### config.mk
export PLATFORM = sky130hd
export DESIGN_NAME = pe_array_ctrl_flat
export DESIGN_NICKNAME = d
export VERILOG_FILES = /design/src/rtl/pe_array_ctrl_if.sv /design/src/rtl/pe_array_ctrl.sv /design/src/flat_wrapper.sv
export SDC_FILE = /design/constraint.sdc
export NUM_CORES = 1
export LEC_CHECK = 0
export CELL_PAD_IN_SITES_DETAIL_PLACEMENT = 1
export CELL_PAD_IN_SITES_GLOBAL_PLACEMENT = 2
export CORE_ASPECT_RATIO = 0.6
export CORE_MARGIN = 4
export CORE_UTILIZATION = 30
export DETAILED_ROUTE_END_ITERATION = 8
export HOLD_SLACK_MARGIN = 0.12
export PLACE_DENSITY = 0.91
export SETUP_SLACK_MARGIN = 0.15
export SYNTH_ARGS = -nofsm -noshare
export SYNTH_HDL_FRONTEND = slang
export SYNTH_SLANG_ARGS = --single-unit
### constraint.sdc
create_clock -name clk -period 2.6 [get_ports clk]
set_clock_uncertainty 0.2 [all_clocks]
set_input_delay 0.26 -clock clk [delete_from_list [all_inputs] [get_ports clk]]
set_output_delay 0.26 -clock clk [all_outputs]
set_load 0.05 [all_outputs]
### src/rtl/pe_array_ctrl_if.sv
// Handshake/strobe bundle between the tile scheduler, the PE-array controller and the array.
// The master side is the scheduler/buffers; the slave side is pe_array_ctrl.
interface pe_array_ctrl_if #(
   parameter int COL_W = 8
);
   logic             start;
   logic [COL_W-1:0] cfg_cols;
   logic             cfg_psum;
   logic             busy;
   logic             done;
   logic             wht_valid;
   logic             wht_ready;
   logic             ifm_valid;
   logic             ifm_ready;
   logic             psum_valid;
   logic             psum_ready;
   logic             res_valid;
   logic             res_ready;
   logic             wht_i_valid;
   logic             wht_i_ready;
   logic             if_i_valid;
   logic             if_i_ready;
   logic             psum_i_valid;
   logic             psum_i_ready;
   logic             reg_sft_en;
   logic             psum_acc_start;
   logic             acc_rst;
   logic             mul_une;
   logic             add_une;
   logic             out_ready;

   modport master (
      output start, cfg_cols, cfg_psum, wht_valid, ifm_valid, psum_valid, res_ready,
      input  busy, done, wht_ready, ifm_ready, psum_ready, res_valid,
             wht_i_valid, wht_i_ready, if_i_valid, if_i_ready, psum_i_valid, psum_i_ready,
             reg_sft_en, psum_acc_start, acc_rst, mul_une, add_une, out_ready
   );

   modport slave (
      input  start, cfg_cols, cfg_psum, wht_valid, ifm_valid, psum_valid, res_ready,
      output busy, done, wht_ready, ifm_ready, psum_ready, res_valid,
             wht_i_valid, wht_i_ready, if_i_valid, if_i_ready, psum_i_valid, psum_i_ready,
             reg_sft_en, psum_acc_start, acc_rst, mul_une, add_une, out_ready
   );
endinterface

### src/rtl/pe_array_ctrl.sv
// PE-array tile sequencer: weight load, per-column clear/ifm feed/psum/drain/result, done pulse.
// Optional PE_CTRL_UNIT_GATE_EN: gate multiplier/adder enables to the cycles that actually compute.
module pe_array_ctrl #(
   parameter int CHANNELS    = 4,
   parameter int KERNEL_SIZE = 3,
   parameter int PIPE_LAT    = 2,
   parameter int COL_W       = 8
) (
   input  logic         clk,
   input  logic         rst,
   pe_array_ctrl_if.slave bus
);
   localparam int NB   = CHANNELS * KERNEL_SIZE;
   localparam int BMAX = (NB > PIPE_LAT) ? NB : PIPE_LAT;
   localparam int BW   = $clog2(BMAX) + 1;
   localparam logic [BW-1:0] BEAT_LAST  = BW'(NB - 1);
   localparam logic [BW-1:0] PSUM_LAST  = BW'(KERNEL_SIZE - 1);
   localparam logic [BW-1:0] DRAIN_LAST = BW'(PIPE_LAT - 1);

   localparam logic [2:0] S_IDLE  = 3'd0;
   localparam logic [2:0] S_WLOAD = 3'd1;
   localparam logic [2:0] S_CLR   = 3'd2;
   localparam logic [2:0] S_FEED  = 3'd3;
   localparam logic [2:0] S_PSUM  = 3'd4;
   localparam logic [2:0] S_DRAIN = 3'd5;
   localparam logic [2:0] S_OUT   = 3'd6;
   localparam logic [2:0] S_FIN   = 3'd7;

   logic [2:0]       state;
   logic [BW-1:0]    beat_cnt;
   logic [COL_W-1:0] col_cnt;
   logic [COL_W-1:0] cols_q;
   logic             psum_q;
   logic             wht_acc, ifm_acc, psum_acc, res_acc;

   // Readies come from state only, so accepts never form a valid->ready loop.
   assign wht_acc  = (state == S_WLOAD) & bus.wht_valid;
   assign ifm_acc  = (state == S_FEED)  & bus.ifm_valid;
   assign psum_acc = (state == S_PSUM)  & bus.psum_valid;
   assign res_acc  = (state == S_OUT)   & bus.res_ready;

   always_ff @(posedge clk or posedge rst) begin
      if (rst) begin
         state    <= S_IDLE;
         beat_cnt <= '0;
         col_cnt  <= '0;
         cols_q   <= '0;
         psum_q   <= 1'b0;
      end else begin
         case (state)
            S_IDLE: if (bus.start) begin
               cols_q   <= (bus.cfg_cols == '0) ? COL_W'(1) : bus.cfg_cols;
               psum_q   <= bus.cfg_psum;
               col_cnt  <= '0;
               beat_cnt <= '0;
               state    <= S_WLOAD;
            end
            S_WLOAD: if (wht_acc) begin
               if (beat_cnt == BEAT_LAST) begin
                  beat_cnt <= '0;
                  state    <= S_CLR;
               end else beat_cnt <= beat_cnt + BW'(1);
            end
            S_CLR: begin
               beat_cnt <= '0;
               state    <= S_FEED;
            end
            S_FEED: if (ifm_acc) begin
               if (beat_cnt == BEAT_LAST) begin
                  beat_cnt <= '0;
                  state    <= psum_q ? S_PSUM : S_DRAIN;
               end else beat_cnt <= beat_cnt + BW'(1);
            end
            S_PSUM: if (psum_acc) begin
               if (beat_cnt == PSUM_LAST) begin
                  beat_cnt <= '0;
                  state    <= S_DRAIN;
               end else beat_cnt <= beat_cnt + BW'(1);
            end
            S_DRAIN: begin
               if (beat_cnt == DRAIN_LAST) begin
                  beat_cnt <= '0;
                  state    <= S_OUT;
               end else beat_cnt <= beat_cnt + BW'(1);
            end
            // Next column reuses the loaded weights: back to CLR, not WLOAD.
            S_OUT: if (res_acc) begin
               if (col_cnt == cols_q - COL_W'(1)) state <= S_FIN;
               else begin
                  col_cnt <= col_cnt + COL_W'(1);
                  state   <= S_CLR;
               end
            end
            S_FIN:   state <= S_IDLE;
            default: state <= S_IDLE;
         endcase
      end
   end

   assign bus.busy           = (state != S_IDLE);
   assign bus.done           = (state == S_FIN);
   assign bus.wht_ready      = (state == S_WLOAD);
   assign bus.ifm_ready      = (state == S_FEED);
   assign bus.psum_ready     = (state == S_PSUM);
   assign bus.res_valid      = (state == S_OUT);
   assign bus.wht_i_valid    = wht_acc;
   assign bus.wht_i_ready    = bus.wht_ready;
   assign bus.if_i_valid     = ifm_acc;
   assign bus.if_i_ready     = bus.ifm_ready;
   assign bus.psum_i_valid   = psum_acc;
   assign bus.psum_i_ready   = bus.psum_ready;
   assign bus.reg_sft_en     = ifm_acc;
   assign bus.psum_acc_start = ifm_acc & (beat_cnt == '0);
   assign bus.acc_rst        = (state == S_CLR);
   assign bus.out_ready      = res_acc;

`ifdef PE_CTRL_UNIT_GATE_EN
   assign bus.mul_une = ifm_acc | psum_acc | (state == S_DRAIN);
   assign bus.add_une = bus.mul_une | bus.acc_rst;
`else
   assign bus.mul_une = bus.busy;
   assign bus.add_une = bus.busy;
`endif
endmodule
### src/flat_wrapper.sv
// flat-port wrapper written by rule: the top's interface ports become plain ports
module pe_array_ctrl_flat 
#(
   parameter int CHANNELS    = 4,
   parameter int KERNEL_SIZE = 3,
   parameter int PIPE_LAT    = 2,
   parameter int COL_W       = 8
)
  (clk, rst, bus_start, bus_cfg_cols, bus_cfg_psum, bus_wht_valid, bus_ifm_valid, bus_psum_valid, bus_res_ready, bus_busy, bus_done, bus_wht_ready, bus_ifm_ready, bus_psum_ready, bus_res_valid, bus_wht_i_valid, bus_wht_i_ready, bus_if_i_valid, bus_if_i_ready, bus_psum_i_valid, bus_psum_i_ready, bus_reg_sft_en, bus_psum_acc_start, bus_acc_rst, bus_mul_une, bus_add_une, bus_out_ready);
  pe_array_ctrl_if #(.COL_W(COL_W)) bus_i ();
  input  logic clk;
  input  logic rst;
  input wire logic [$bits(bus_i.start)-1:0] bus_start;
  input wire logic [$bits(bus_i.cfg_cols)-1:0] bus_cfg_cols;
  input wire logic [$bits(bus_i.cfg_psum)-1:0] bus_cfg_psum;
  input wire logic [$bits(bus_i.wht_valid)-1:0] bus_wht_valid;
  input wire logic [$bits(bus_i.ifm_valid)-1:0] bus_ifm_valid;
  input wire logic [$bits(bus_i.psum_valid)-1:0] bus_psum_valid;
  input wire logic [$bits(bus_i.res_ready)-1:0] bus_res_ready;
  output wire logic [$bits(bus_i.busy)-1:0] bus_busy;
  output wire logic [$bits(bus_i.done)-1:0] bus_done;
  output wire logic [$bits(bus_i.wht_ready)-1:0] bus_wht_ready;
  output wire logic [$bits(bus_i.ifm_ready)-1:0] bus_ifm_ready;
  output wire logic [$bits(bus_i.psum_ready)-1:0] bus_psum_ready;
  output wire logic [$bits(bus_i.res_valid)-1:0] bus_res_valid;
  output wire logic [$bits(bus_i.wht_i_valid)-1:0] bus_wht_i_valid;
  output wire logic [$bits(bus_i.wht_i_ready)-1:0] bus_wht_i_ready;
  output wire logic [$bits(bus_i.if_i_valid)-1:0] bus_if_i_valid;
  output wire logic [$bits(bus_i.if_i_ready)-1:0] bus_if_i_ready;
  output wire logic [$bits(bus_i.psum_i_valid)-1:0] bus_psum_i_valid;
  output wire logic [$bits(bus_i.psum_i_ready)-1:0] bus_psum_i_ready;
  output wire logic [$bits(bus_i.reg_sft_en)-1:0] bus_reg_sft_en;
  output wire logic [$bits(bus_i.psum_acc_start)-1:0] bus_psum_acc_start;
  output wire logic [$bits(bus_i.acc_rst)-1:0] bus_acc_rst;
  output wire logic [$bits(bus_i.mul_une)-1:0] bus_mul_une;
  output wire logic [$bits(bus_i.add_une)-1:0] bus_add_une;
  output wire logic [$bits(bus_i.out_ready)-1:0] bus_out_ready;
  assign bus_i.start = bus_start;
  assign bus_i.cfg_cols = bus_cfg_cols;
  assign bus_i.cfg_psum = bus_cfg_psum;
  assign bus_i.wht_valid = bus_wht_valid;
  assign bus_i.ifm_valid = bus_ifm_valid;
  assign bus_i.psum_valid = bus_psum_valid;
  assign bus_i.res_ready = bus_res_ready;
  assign bus_busy = bus_i.busy;
  assign bus_done = bus_i.done;
  assign bus_wht_ready = bus_i.wht_ready;
  assign bus_ifm_ready = bus_i.ifm_ready;
  assign bus_psum_ready = bus_i.psum_ready;
  assign bus_res_valid = bus_i.res_valid;
  assign bus_wht_i_valid = bus_i.wht_i_valid;
  assign bus_wht_i_ready = bus_i.wht_i_ready;
  assign bus_if_i_valid = bus_i.if_i_valid;
  assign bus_if_i_ready = bus_i.if_i_ready;
  assign bus_psum_i_valid = bus_i.psum_i_valid;
  assign bus_psum_i_ready = bus_i.psum_i_ready;
  assign bus_reg_sft_en = bus_i.reg_sft_en;
  assign bus_psum_acc_start = bus_i.psum_acc_start;
  assign bus_acc_rst = bus_i.acc_rst;
  assign bus_mul_une = bus_i.mul_une;
  assign bus_add_une = bus_i.add_une;
  assign bus_out_ready = bus_i.out_ready;
  pe_array_ctrl #(.CHANNELS(CHANNELS), .KERNEL_SIZE(KERNEL_SIZE), .PIPE_LAT(PIPE_LAT), .COL_W(COL_W)) u_core (.clk(clk), .rst(rst), .bus(bus_i));
endmodule
==> impl_metrics.py <==
metrics = {
    "global_routing": {
        "antenna_found_initial": 0,
        "grt_usage": 0.145,
        "grt_overflow": 0,
        "grt_pass1_vias": 1514,
        "grt_pass1_wl_mm": 7.87,
        "grt_start_max_net_pins": 26,
    },
    "synth": {
        "netlist_area_mm2": 0.00167,
        "synth_compound_area_frac": 0.159,
        "synth_area_per_cell_um2": 8.50,
        "synthArstFlopShare": 1.00,
        "yosysMostFrequentCell": "nand2_1",
        "synth_xor_xnor_area_share": 0.0579,
        "synth_top_area_share": 0.376,
        "synth-main-ff-cell": "dfrtp_1",
        "synthCells": 196,
        "ys_warn_count": 0,
        "synth_area_leaders": "dfrtp_1, nand2_1, o21ai_0",
        "ys_ff_latch": 25,
        "synth_fa_ha_area_frac": 0.0451,
        "synthDistinctLibCells": 44,
        "synth_top_area_cell": "dfrtp_1",
        "synth-edff-count": 0,
        "synth.top_cells.by_count": "nand2_1, dfrtp_1, o21ai_0",
        "synth_nets": 218,
        "synth_top_family_by_area": "simple AND/OR/NAND/NOR gates",
        "synth-simple-area-share": 0.282,
        "synth.area.mux_share": 0.00676,
        "seq_area_frac_synth": 0.376,
    },
    "power_and_ir_drop": {
        "powerDensity_mw_per_mm2": 1160,
        "leakage_nw": 0.968,
        "max-vdd-ir-drop_mv": 0.397,
    },
    "floorplanning": {
        "rows": 20,
        "die-area_mm2": 0.00685,
        "die_y_um": 65.7,
        "die_width_um": 104,
        "initial_utilization": 0.320,
        "io_pins": 34,
        "coreArea_mm2": 0.00520,
    },
    "worst_setup_path": {
        "start_kind": "flop",
        "critPathBufInv": 1,
        "worst_path_max_delay_cell": "or4_4",
        "r2r_end": "u_core.col_cnt[7]",
        "cp_slowest_stage_delay_ns": 0.52,
        "endpoint_kind": "flop",
        "crit_required_ns": 2.60,
        "reg2reg_slack_ns": 0.15,
        "crit_path_max_fanout": 18,
        "cp_num_cells": 7,
        "cpLargestDelayFamily": "simple AND/OR/NAND/NOR gates",
        "reg2regPathDepth": 7,
        "crit_chain": "or4_4 -> nor2_1 -> xnor2_1 -> nor4_4 -> buf_12 -> or4_1 -> a21oi_1",
        "crit_type": "reg2reg",
        "r2r_start": "u_core.cols_q[4]",
        "crit_arrival_ns": 2.45,
    },
    "sta": {
        "fin_crit_sh": 0.941,
        "timing.hold.ws_ns": 0.138,
        "layout_min_cycle_time_ns": 2.45,
        "max_freq_mhz": 409,
        "worst_slack_ns": 0.152,
        "slew_viol_final": 0,
        "relSlewSlack": 0.659,
        "fin_tns_setup_ns": 0,
        "hold_viol": 0,
        "rsz0062_at_grt": "yes",
        "setup_violations": 0,
        "worst_pin_slew_ns": 0.511,
    },
    "routing": {
        "first_iter_violations": 53,
        "ant_nets": 0,
        "route.detailed.drc": 0,
        "vias": 1524,
        "dr.pass1.iters": 4,
        "viasPerCell": 5.10,
        "wl_per_cell_um": 15.9,
        "finalWirelength_mm": 4.74,
    },
    "status": {
        "status": "complete, no violations",
    },
    "clocking": {
        "clock_path_buffers": 2,
        "htreeDepth": 1,
        "clock-root-buffer": "clkbuf_8",
        "clk_latency_ns": 0.27,
        "cts_made_buffers": 3,
        "cts.sinks": 25,
        "clkSlewWorstSetupHoldPaths_ns": 0.09,
        "hold_buffers": 0,
        "cts_tree": "yes",
    },
    "cells_and_area": {
        "instances_no_fill": 299,
        "fin_nets": 256,
        "register_area_um2": 626,
        "utilization": 0.413,
        "drive_gt1_frac": 0.176,
        "diodes": 0,
        "fill_cells": 618,
        "multi_input_area_um2": 941,
        "syn2layout_area_growth_pct": 29.2,
    },
    "placed_design": {
        "gp_congestion": 0.902,
        "port_buffers": 33,
        "dp_cells": 293,
        "dp_slack_ns": 0.127,
        "dp_hpwl_mm": 3.71,
    },
    "flow_run": {
        "max-cap-violations": 0,
    },
    "hold_path": {
        "hp-class": "in2async",
    },
}
tightest hold or removal path: stages:
cell and delay (ns):
clkdlybuf4s50_1 0.39, inv_1 0.05, buf_4 0.31
through the flow:
| stage | power, W | area (µm²) |
|---|---|---|
| floorplan | 0.00177 | 1680 |
| global placement | 0.00220 | 2070 |
| detailed placement | 0.00224 | 2070 |
| CTS | 0.00251 | 2130 |
| global route | 0.00270 | 2150 |
| finish | 0.00250 | 2150 |
worst max-delay path by stage:
stage	startpoint	endpoint	slack, ns
4_1_cts	u_core.cols_q[4]	u_core.col_cnt[7]	0.16
5_1_grt	u_core.cols_q[0]	u_core.col_cnt[3]	0.08
3_3_place_gp	u_core.cols_q[3]	u_core.col_cnt[7]	0.16
2_1_floorplan	u_core.cols_q[0]	u_core.col_cnt[1]	0.23
6_report	u_core.cols_q[4]	u_core.col_cnt[7]	0.15
3_5_place_dp	u_core.cols_q[3]	u_core.col_cnt[7]	0.13
flip-flops by register name (all words and copies together), names as in the netlist:
name and count:
u_core.beat_cnt 5, u_core.col_cnt 8, u_core.state 3, u_core.psum_q 1, u_core.cols_q 8
logic make-up after synthesis:
logic type | Yosys count
AOI/OAI and AO/OA | 42
xor gates and xnor gates | 11
adders and majority gates | 6
buffers and inverters | 24
DFF | 25
muxes | 1
and+or+nand+nor | 87
cell usage in the layout, fill, tap and decap left out, types with 6 or more instances in the layout:
| master | n |
|---|---|
| clkdlybuf4s50_1 | 17 |
| ha_1 | 6 |
| dfrtp_1 | 25 |
| xnor2_1 | 8 |
| nor2_1 | 9 |
| inv_1 | 11 |
| o21ai_0 | 16 |
| buf_4 | 23 |
| a21oi_1 | 10 |
| nand2_1 | 32 |
| nor3_1 | 7 |
layer usage:
metal / global-route usage / vias up / part of all wire / wire (µm)
met1: 0.229 / 737 / 0.55 / 2590
met5: 0 / - / 0 / 0
met4: 0.0299 / 0 / 0.0080 / 38
met2: 0.201 / 28 / 0.41 / 1940
met3: 0.0245 / 5 / 0.036 / 170
li1: - / 754 / - / -
power breakdown:
part           leakage, nW  internal (W)  switching [W]
combinational        0.620      0.000607       0.000980
clock               0.0228      0.000110       0.000123
sequential           0.325      0.000522       0.000159
total                0.968       0.00124        0.00126
what timing repair did:
item | CTS | global route
endpoints found under the hold margin | 0 | 0
gates cloned | 0 | 0
setup endpoints to repair | 1 | 6
setup buffers | 2 | 0
pin swaps | 1 | 2
resized for setup | 0 | 5
area by class of cell:
type / instances / area share
sequential: 25 / 0.291
inverter: 12 / 0.0209
tap: 66 / 0.0384
multi-input combinational: 147 / 0.437
timing repair buffer: 45 / 0.192
clock buffer: 4 / 0.0209
No activity file was read; power rests on OpenSTA's default activity.
